`src/rtl/deaccumulator_if.sv`:
```
// Job/result bundle for the deaccumulator: job request (valid/ready), drain controls,
// and result (valid/ready) with status.
interface deaccumulator_if #(
  parameter int unsigned BITWIDTH = 32
);
  logic                  en;
  logic                  clr;
  logic                  in_valid;
  logic                  in_ready;
  logic [BITWIDTH:0]     total;
  logic [BITWIDTH-1:0]   step;
  logic                  out_valid;
  logic                  out_ready;
  logic [BITWIDTH:0]     count;
  logic [BITWIDTH-1:0]   rem;
  logic                  err;
  logic                  busy;

  // Upstream/downstream environment side
  modport master (
    output en, clr, in_valid, total, step, out_ready,
    input  in_ready, out_valid, count, rem, err, busy
  );

  // Deaccumulator side
  modport slave (
    input  en, clr, in_valid, total, step, out_ready,
    output in_ready, out_valid, count, rem, err, busy
  );
endinterface

```
`src/rtl/deaccumulator.sv`:
```
// Drains an accumulated total by a fixed step, one subtraction per enabled cycle,
// and reports the number of whole steps removed plus the leftover residue.
module deaccumulator #(
  parameter int unsigned BITWIDTH = 32
) (
  input  logic            clk,
  input  logic            rst_n,
  deaccumulator_if.slave  bus
);

  localparam int unsigned TW = BITWIDTH + 1;

  typedef enum logic [1:0] {
    S_IDLE = 2'd0,
    S_RUN  = 2'd1,
    S_DONE = 2'd2
  } state_t;

  state_t                state_q, state_d;
  logic [TW-1:0]         residue_q, residue_d;
  logic [BITWIDTH-1:0]   step_q, step_d;
  logic [TW-1:0]         tally_q, tally_d;
  logic [TW-1:0]         count_q, count_d;
  logic [BITWIDTH-1:0]   rem_q, rem_d;
  logic                  err_q, err_d;
  logic                  in_ready_q;
  logic                  out_valid_q;
  logic                  busy_q;
  logic [TW-1:0]         step_ext_c;

  // Step is zero-extended so compare/subtract live in the total's width and never wrap
  assign step_ext_c = TW'(step_q);

  // Next-state and result logic; clear overrides everything except reset
  always_comb begin
    state_d   = state_q;
    residue_d = residue_q;
    step_d    = step_q;
    tally_d   = tally_q;
    count_d   = count_q;
    rem_d     = rem_q;
    err_d     = err_q;

    if (bus.clr) begin
      state_d = S_IDLE;
      tally_d = '0;
      count_d = '0;
      rem_d   = '0;
      err_d   = 1'b0;
    end else begin
      case (state_q)
        S_IDLE: begin
          if (bus.in_valid) begin
            residue_d = bus.total;
            step_d    = bus.step;
            tally_d   = '0;
            if (bus.step == '0) begin
              state_d = S_DONE;
              err_d   = 1'b1;
              count_d = '0;
              rem_d   = bus.total[BITWIDTH-1:0];
            end else begin
              state_d = S_RUN;
            end
          end
        end

        S_RUN: begin
          if (bus.en) begin
            if (residue_q >= step_ext_c) begin
              residue_d = residue_q - step_ext_c;
              tally_d   = tally_q + TW'(1);
            end else begin
              state_d = S_DONE;
              count_d = tally_q;
              rem_d   = residue_q[BITWIDTH-1:0];
              err_d   = 1'b0;
            end
          end
        end

        S_DONE: begin
          if (bus.out_ready) begin
            state_d = S_IDLE;
          end
        end

        default: begin
          state_d = S_IDLE;
        end
      endcase
    end
  end

  // State and output registers; handshake flags are decoded from the next state
  always_ff @(posedge clk or negedge rst_n) begin
    if (!rst_n) begin
      state_q     <= S_IDLE;
      residue_q   <= '0;
      step_q      <= '0;
      tally_q     <= '0;
      count_q     <= '0;
      rem_q       <= '0;
      err_q       <= 1'b0;
      in_ready_q  <= 1'b1;
      out_valid_q <= 1'b0;
      busy_q      <= 1'b0;
    end else begin
      state_q     <= state_d;
      residue_q   <= residue_d;
      step_q      <= step_d;
      tally_q     <= tally_d;
      count_q     <= count_d;
      rem_q       <= rem_d;
      err_q       <= err_d;
      in_ready_q  <= (state_d == S_IDLE);
      out_valid_q <= (state_d == S_DONE);
      busy_q      <= (state_d == S_RUN);
    end
  end

  assign bus.in_ready  = in_ready_q;
  assign bus.out_valid = out_valid_q;
  assign bus.busy      = busy_q;
  assign bus.count     = count_q;
  assign bus.rem       = rem_q;
  assign bus.err       = err_q;

endmodule

```
`src/flat_wrapper.sv`:
```
// flat-port wrapper written by rule: the top's interface ports become plain ports
module deaccumulator_flat 
#(
  parameter int unsigned BITWIDTH = 32
)
  (clk, rst_n, bus_en, bus_clr, bus_in_valid, bus_total, bus_step, bus_out_ready, bus_in_ready, bus_out_valid, bus_count, bus_rem, bus_err, bus_busy);
  deaccumulator_if #(.BITWIDTH(BITWIDTH)) bus_i ();
  input  logic clk;
  input  logic rst_n;
  input wire logic [$bits(bus_i.en)-1:0] bus_en;
  input wire logic [$bits(bus_i.clr)-1:0] bus_clr;
  input wire logic [$bits(bus_i.in_valid)-1:0] bus_in_valid;
  input wire logic [$bits(bus_i.total)-1:0] bus_total;
  input wire logic [$bits(bus_i.step)-1:0] bus_step;
  input wire logic [$bits(bus_i.out_ready)-1:0] bus_out_ready;
  output wire logic [$bits(bus_i.in_ready)-1:0] bus_in_ready;
  output wire logic [$bits(bus_i.out_valid)-1:0] bus_out_valid;
  output wire logic [$bits(bus_i.count)-1:0] bus_count;
  output wire logic [$bits(bus_i.rem)-1:0] bus_rem;
  output wire logic [$bits(bus_i.err)-1:0] bus_err;
  output wire logic [$bits(bus_i.busy)-1:0] bus_busy;
  assign bus_i.en = bus_en;
  assign bus_i.clr = bus_clr;
  assign bus_i.in_valid = bus_in_valid;
  assign bus_i.total = bus_total;
  assign bus_i.step = bus_step;
  assign bus_i.out_ready = bus_out_ready;
  assign bus_in_ready = bus_i.in_ready;
  assign bus_out_valid = bus_i.out_valid;
  assign bus_count = bus_i.count;
  assign bus_rem = bus_i.rem;
  assign bus_err = bus_i.err;
  assign bus_busy = bus_i.busy;
  deaccumulator #(.BITWIDTH(BITWIDTH)) u_core (.clk(clk), .rst_n(rst_n), .bus(bus_i));
endmodule
```
`config.mk`:
```
export PLATFORM = sky130hd
export DESIGN_NAME = deaccumulator_flat
export DESIGN_NICKNAME = d
export VERILOG_FILES = /design/src/rtl/deaccumulator_if.sv /design/src/rtl/deaccumulator.sv /design/src/flat_wrapper.sv
export SDC_FILE = /design/constraint.sdc
export NUM_CORES = 1
export LEC_CHECK = 0
export CORE_MARGIN = 2
export CORE_UTILIZATION = 47
export DETAILED_ROUTE_END_ITERATION = 12
export PLACE_DENSITY = 0.72
export SYNTH_ARGS = -nofsm -noshare
export SYNTH_HDL_FRONTEND = slang
export SYNTH_SLANG_ARGS = --single-unit
```
`constraint.sdc`:
```
create_clock -name clk -period 2.8 [get_ports clk]
set_input_delay 0.7 -clock clk [delete_from_list [all_inputs] [get_ports clk]]
set_output_delay 0.7 -clock clk [all_outputs]
set_load 0.1 [all_outputs]
```
Yosys cells after proc, flatten, opt, wreduce, memory -nomap -nowiden
Index checks and enable logic that the tools add are counted.
- bits in read-only memories: 0
- memory bits (writable): 0
- register bits after elaboration: 169
- bits in latches: 0
- output and inout port bits: 69
- memories kept: 0
- shift-type cells: 0
- magnitude comparators: 1
- eq/ne operators: 12
- reductions and logical operators: 9
- add/subtract/negate cells: 2
- muxes and demuxes: 34
- div/mod/pow operators: 0
- bitwise logic cells: 1
- $mul: 0
- operators by type and width (operator ; number):
    $mux W33 ; 12
    $pmux W33 S2 ; 3
    $mux W32 ; 5
    $pmux W32 S2 ; 1
    $add A33 B1 Y33 const B ; 1
    $ge A33 B32 Y1 ; 1
    $sub A33 B32 Y33 ; 1
    $logic_not A32 Y1 ; 1
    $mux W2 ; 6
    $reduce_and A5 Y1 ; 2
    $ne A3 B3 Y1 const B ; 3
    $ne A3 B2 Y1 const B ; 2
    $pmux W2 S3 ; 1
    $mux W1 ; 5
    $eq A2 B1 Y1 const B ; 2
    $eq A2 B2 Y1 const B ; 2
    $logic_not A2 Y1 ; 2
    $ne A2 B2 Y1 const B ; 2
    $reduce_and A4 Y1 ; 1
    $reduce_and A3 Y1 ; 1
    $reduce_bool A3 Y1 ; 1
    $ne A2 B1 Y1 const B ; 1
    $pmux W1 S2 ; 1
    $reduce_bool A2 Y1 ; 1
    $not A1 Y1 ; 1

Logic depth before layout (Yosys ltp)
- depth in word-level cells: 6
- gate-level depth with buffers: 14
- gate-level depth less buffers: 12

Worst setup path after synthesis
OpenSTA, ideal clock, no wires.
- path type: reg2reg
- start point: register u_core.step_q[1]
- end point: register u_core.rem_q[0] (netlist: u_core.bus.rem[0])
- cell stages (with the launch flop): 14
- path buffers: 2
- data arrival time: 2635 ps
- required time: 2704 ps
- setup slack: 69 ps
- cell sequence: dfrtp_1 > inv_1 > ha_1 > nor2b_1 > o211ai_1 > a21oi_1 > a311o_1 > a21oi_2 > or2_1 > a32o_2 > buf_6 > buf_4 > nor2_1 > a311oi_2
- word-level cells in the longest chain between the ends: 3
- ends and longest elaborated chain (what ; line ; text):
    start: declaration ; deaccumulator.sv:21 ; logic [BITWIDTH-1:0] step_q, step_d;
    start signal: assignment ; deaccumulator.sv:111 ; step_q <= step_d;
    $ge A33 B32 Y1 ; deaccumulator.sv:70 ; if (residue_q >= step_ext_c) begin
    $ne A3 B3 Y1 (no source line) ; - ;
    $reduce_and A5 Y1 (no source line) ; - ;
    end signal: assignment ; deaccumulator.sv:114 ; rem_q <= rem_d;
    end: declaration ; deaccumulator.sv:24 ; logic [BITWIDTH-1:0] rem_q, rem_d;
No other way between the ends.
A chain may end at the register's enable or synchronous reset.

Final worst setup path
- start point: register u_core.residue_q[9]
- end point: register u_core.count_q[7] (netlist: u_core.bus.count[7])
- word-level cells in the longest chain between the ends: 3
- ends and longest elaborated chain (what ; line ; text):
    start: declaration ; deaccumulator.sv:20 ; logic [TW-1:0] residue_q, residue_d;
    start signal: assignment ; deaccumulator.sv:110 ; residue_q <= residue_d;
    $ge A33 B32 Y1 ; deaccumulator.sv:70 ;
    $ne A3 B3 Y1 (no source line) ; - ;
    $reduce_and A5 Y1 (no source line) ; - ;
    end signal: assignment ; deaccumulator.sv:113 ; count_q <= count_d;
    end: declaration ; deaccumulator.sv:23 ; logic [TW-1:0] count_q, count_d;
No other way between the ends.

==> reports/results.tsv <==
metric	value	unit
status	finished, violations left	
finalHoldViolCount	0	
cts_buffers	17	
drv_slew	0	
setup_viol	95	
netlist_area	9320	µm²
crit_type	flip-flop to flip-flop	
synth_cell_types	62	
synthTopCellsByArea	dfrtp_1 45%, nand2_1 6.5%, o21ai_0 6.3%	
syn-num-nets	1164	
yosysTopAreaCellShare	0.451	
powerDensity	1130	nW/µm²
clock-skew-final	0.0143	ns
clockRootBuffer	clkbuf_16	
layout_common_cells	188 x buf_4, 167 x dfrtp_1, 160 x nand2_1, 75 x nor2_1, 75 x o21ai_0	
core	19500	µm²
worst_ir_drop_vdd	690	µV
wirelength	31500	µm
drcViolationCount	0	
multiInputGateArea	5300	µm²
crit_required	3.19	ns
ys.flop_type	dfrtp_1	
clk_pin_slew_worst_paths	0.07	ns
synthArstFlopShare	1.00	
path_common_cell	buf_6	
slew-limit-headroom	0.552	
antenna_found_initial	0	
p_leak	6.02	nW
end_kind	flip-flop	
die-area	21000	µm²
ant_nets	0	
gp_congestion	0.980	
die_x	145	µm
tightest_slew	0.671	ns
grt_pass1_wl	45100	µm
boundaryPins	140	
crit_chain	ha_4, nand4_1, nor2_1, buf_4, a311o_1, a21oi_2, or2_1, a32o_2, buf_6, nor2_4, buf_12, buf_6, a22o_1	
rows	51	
synth-edff-count	0	
area_delta_synth_final	44.8	%
worstPathMaxFanout	8	
intPower	0.00831	W
dieHeight	145	µm
avgRoutedWirePerCell	19.8	µm
drt_iter0_drc	915	
slowest_stage	dfrtp_2	
period_needed	2.98	ns
layout-drive-gt1-share	0.304	
clk_latency	0.45	ns
ys_seq_area_frac	0.454	
start_util	0.479	
cp_slowest_stage_delay	0.46	ns
avgSynthCellArea	8.80	µm²
antenna_cells	0	
cp.arrival	3.37	ns
cts_tree	built	
netlist_instances	1059	
vias	9464	
grt_pass1_vias	8864	
track_usage	0.278	
placed_cells	1518	
vias_per_cell	5.95	
swShare	0.454	
cts.sinks	169	
gr-total-overflow	0	
fill_cells	1457	
ys_ff_latch	169	
htree_levels	4	
setup_ws	-0.179	ns
synth_top_area_cell	dfrtp_1	
combPwrFrac	0.620	
dp_hpwl	19600	µm
grt_max_degree	69	
drtPass1Iterations	6	
hold_class	primary input to asynchronous set/reset pin	
pwr-share-seq	0.220	
final_cells	1590	
pwr-share-clk	0.160	
regArea	4230	µm²
p_switching	0.00691	W
p_total	0.0152	W
layout_commonest_cell	buf_4	
fmax	336	MHz
max-cap-violations	0	
critPathLaunchType	flip-flop	
fin_crit_sh	1.06	
fin_nets	1417	
violations	negative setup slack	
rsz0062_at_grt	true	
ys_warn_count	0	
io_buffers	139	
cts_max_path_buffers	2	
==> metrics by stage <==
stage	utilization	instance area, µm²	hold WS (ns)	TNS [ns]	worst slack (ns)
2_1_floorplan	-	9320	0.404	0	0.0691
3_3_place_gp	0.596	11600	0.470	-7.44	-0.144
3_5_place_dp	0.596	11600	0.488	-8.62	-0.235
4_1_cts	0.655	12700	0.247	-0.355	-0.0501
5_1_grt	0.693	13500	0.264	-21.23	-0.306
6_report	0.693	13500	0.218	-7.86	-0.179
==> synth_stat cells, drive strengths merged, types with 3 or more instances <==
master	n
a211oi	10
a21boi	3
a21o	7
a21oi	69
a221oi	3
a22o	35
a311oi	29
a31oi	20
and2	10
and3	15
and4	3
buf	28
clkbuf	37
dfrtp	168
ha	33
inv	47
nand2	161
nand2b	6
nand3	20
nand4	14
nor2	104
nor2b	7
nor3	12
nor4	11
o211ai	4
o21a	9
o21ai	119
o221ai	4
o22ai	3
o31ai	7
o41ai	3
or2	4
or3	8
xnor2	14
xor2	12
==> worst max-delay path, delay by kind of cell, from the launching register on <==
family	cells	cell delay [ns]
and+or+nand+nor	4	0.74
DFF	1	0.46
AOI/OAI and AO/OA	4	0.79
buffers and inverters	4	0.59
adders and majority gates	1	0.31
==> state kept, by name, indices dropped and copies added, names as in the netlist <==
signal and flops:
u_core.bus.count 33, u_core.bus.rem 32, u_core.tally_q 33, u_core.residue_q 33
u_core.bus.err 1, u_core.bus.in_ready 1, u_core.bus.busy 1, u_core.step_q 32
u_core.state_q 2, u_core.bus.out_valid 1
==> per-layer routing <==
metal	wire [µm]	vias up	GRT usage
met2	15400	468	0.458
met1	12900	4616	0.371
met4	976	0	0.0981
met3	2230	80	0.0477
met5	0	-	0
li1	-	4300	-
==> power by group through the flow <==
stage / Clock [W] / Combinational (W) / Sequential [W]
global route: 0.00256 / 0.0101 / 0.00339
finish: 0.00244 / 0.00943 / 0.00334
detailed placement: 0 / 0.00761 / 0.00331
CTS: 0.00246 / 0.00834 / 0.00329
global placement: 0 / 0.00750 / 0.00329
floorplan: 0 / 0.00420 / 0.00399
==> kinds of logic after synthesis <==
group | count (synthesis) | share of synthesized area
simple gates | 380 | 0.183
flops | 169 | 0.454
buf+inv | 112 | 0.0508
mux | 1 | 0.00121
xor+xnor | 26 | 0.0244
compound gates | 337 | 0.240
fa+ha+maj | 34 | 0.0465
==> area by class of cell <==
cell class / count / share of cell area
Clock buffer: 18 / 0.0326
Sequential cell: 169 / 0.314
Clock inverter: 14 / 0.0131
Multi-Input combinational cell: 778 / 0.393
Inverter: 47 / 0.0131
Timing Repair Buffer: 299 / 0.211
Tap cell: 265 / 0.0246
==> final timing paths <==
| kind | start | endpoint | slack [ns] | cells past startpoint |
|---|---|---|---|---|
| min in group clk | u_core.bus.count[27]$_DFFE_PN0P_ | u_core.bus.count[27]$_DFFE_PN0P_ | 0.50 | 1 |
| worst min register to register | u_core.bus.count[27]$_DFFE_PN0P_ | u_core.bus.count[27]$_DFFE_PN0P_ | 0.50 | 1 |
| worst min-delay path | rst_n | u_core.residue_q[27]$_DFFE_PN0P_ | 0.22 | 1 |
| worst max-delay path | u_core.residue_q[9]$_DFFE_PN0P_ | u_core.bus.count[7]$_DFFE_PN0P_ | -0.18 | 13 |
| worst max register to register | u_core.residue_q[9]$_DFFE_PN0P_ | u_core.bus.count[7]$_DFFE_PN0P_ | -0.18 | 13 |
| max in group asynchronous | rst_n | u_core.residue_q[13]$_DFFE_PN0P_ | 1.85 | 2 |
==> timing repair <==
item	CTS	global route
resized for setup	45	163
pin swaps	24	40
hold buffers	0	0
endpoints found under the setup margin	78	133
setup buffers	14	12
gates cloned	6	9
hold endpoints to repair	0	0
No activity file was read; power rests on OpenSTA's default activity.
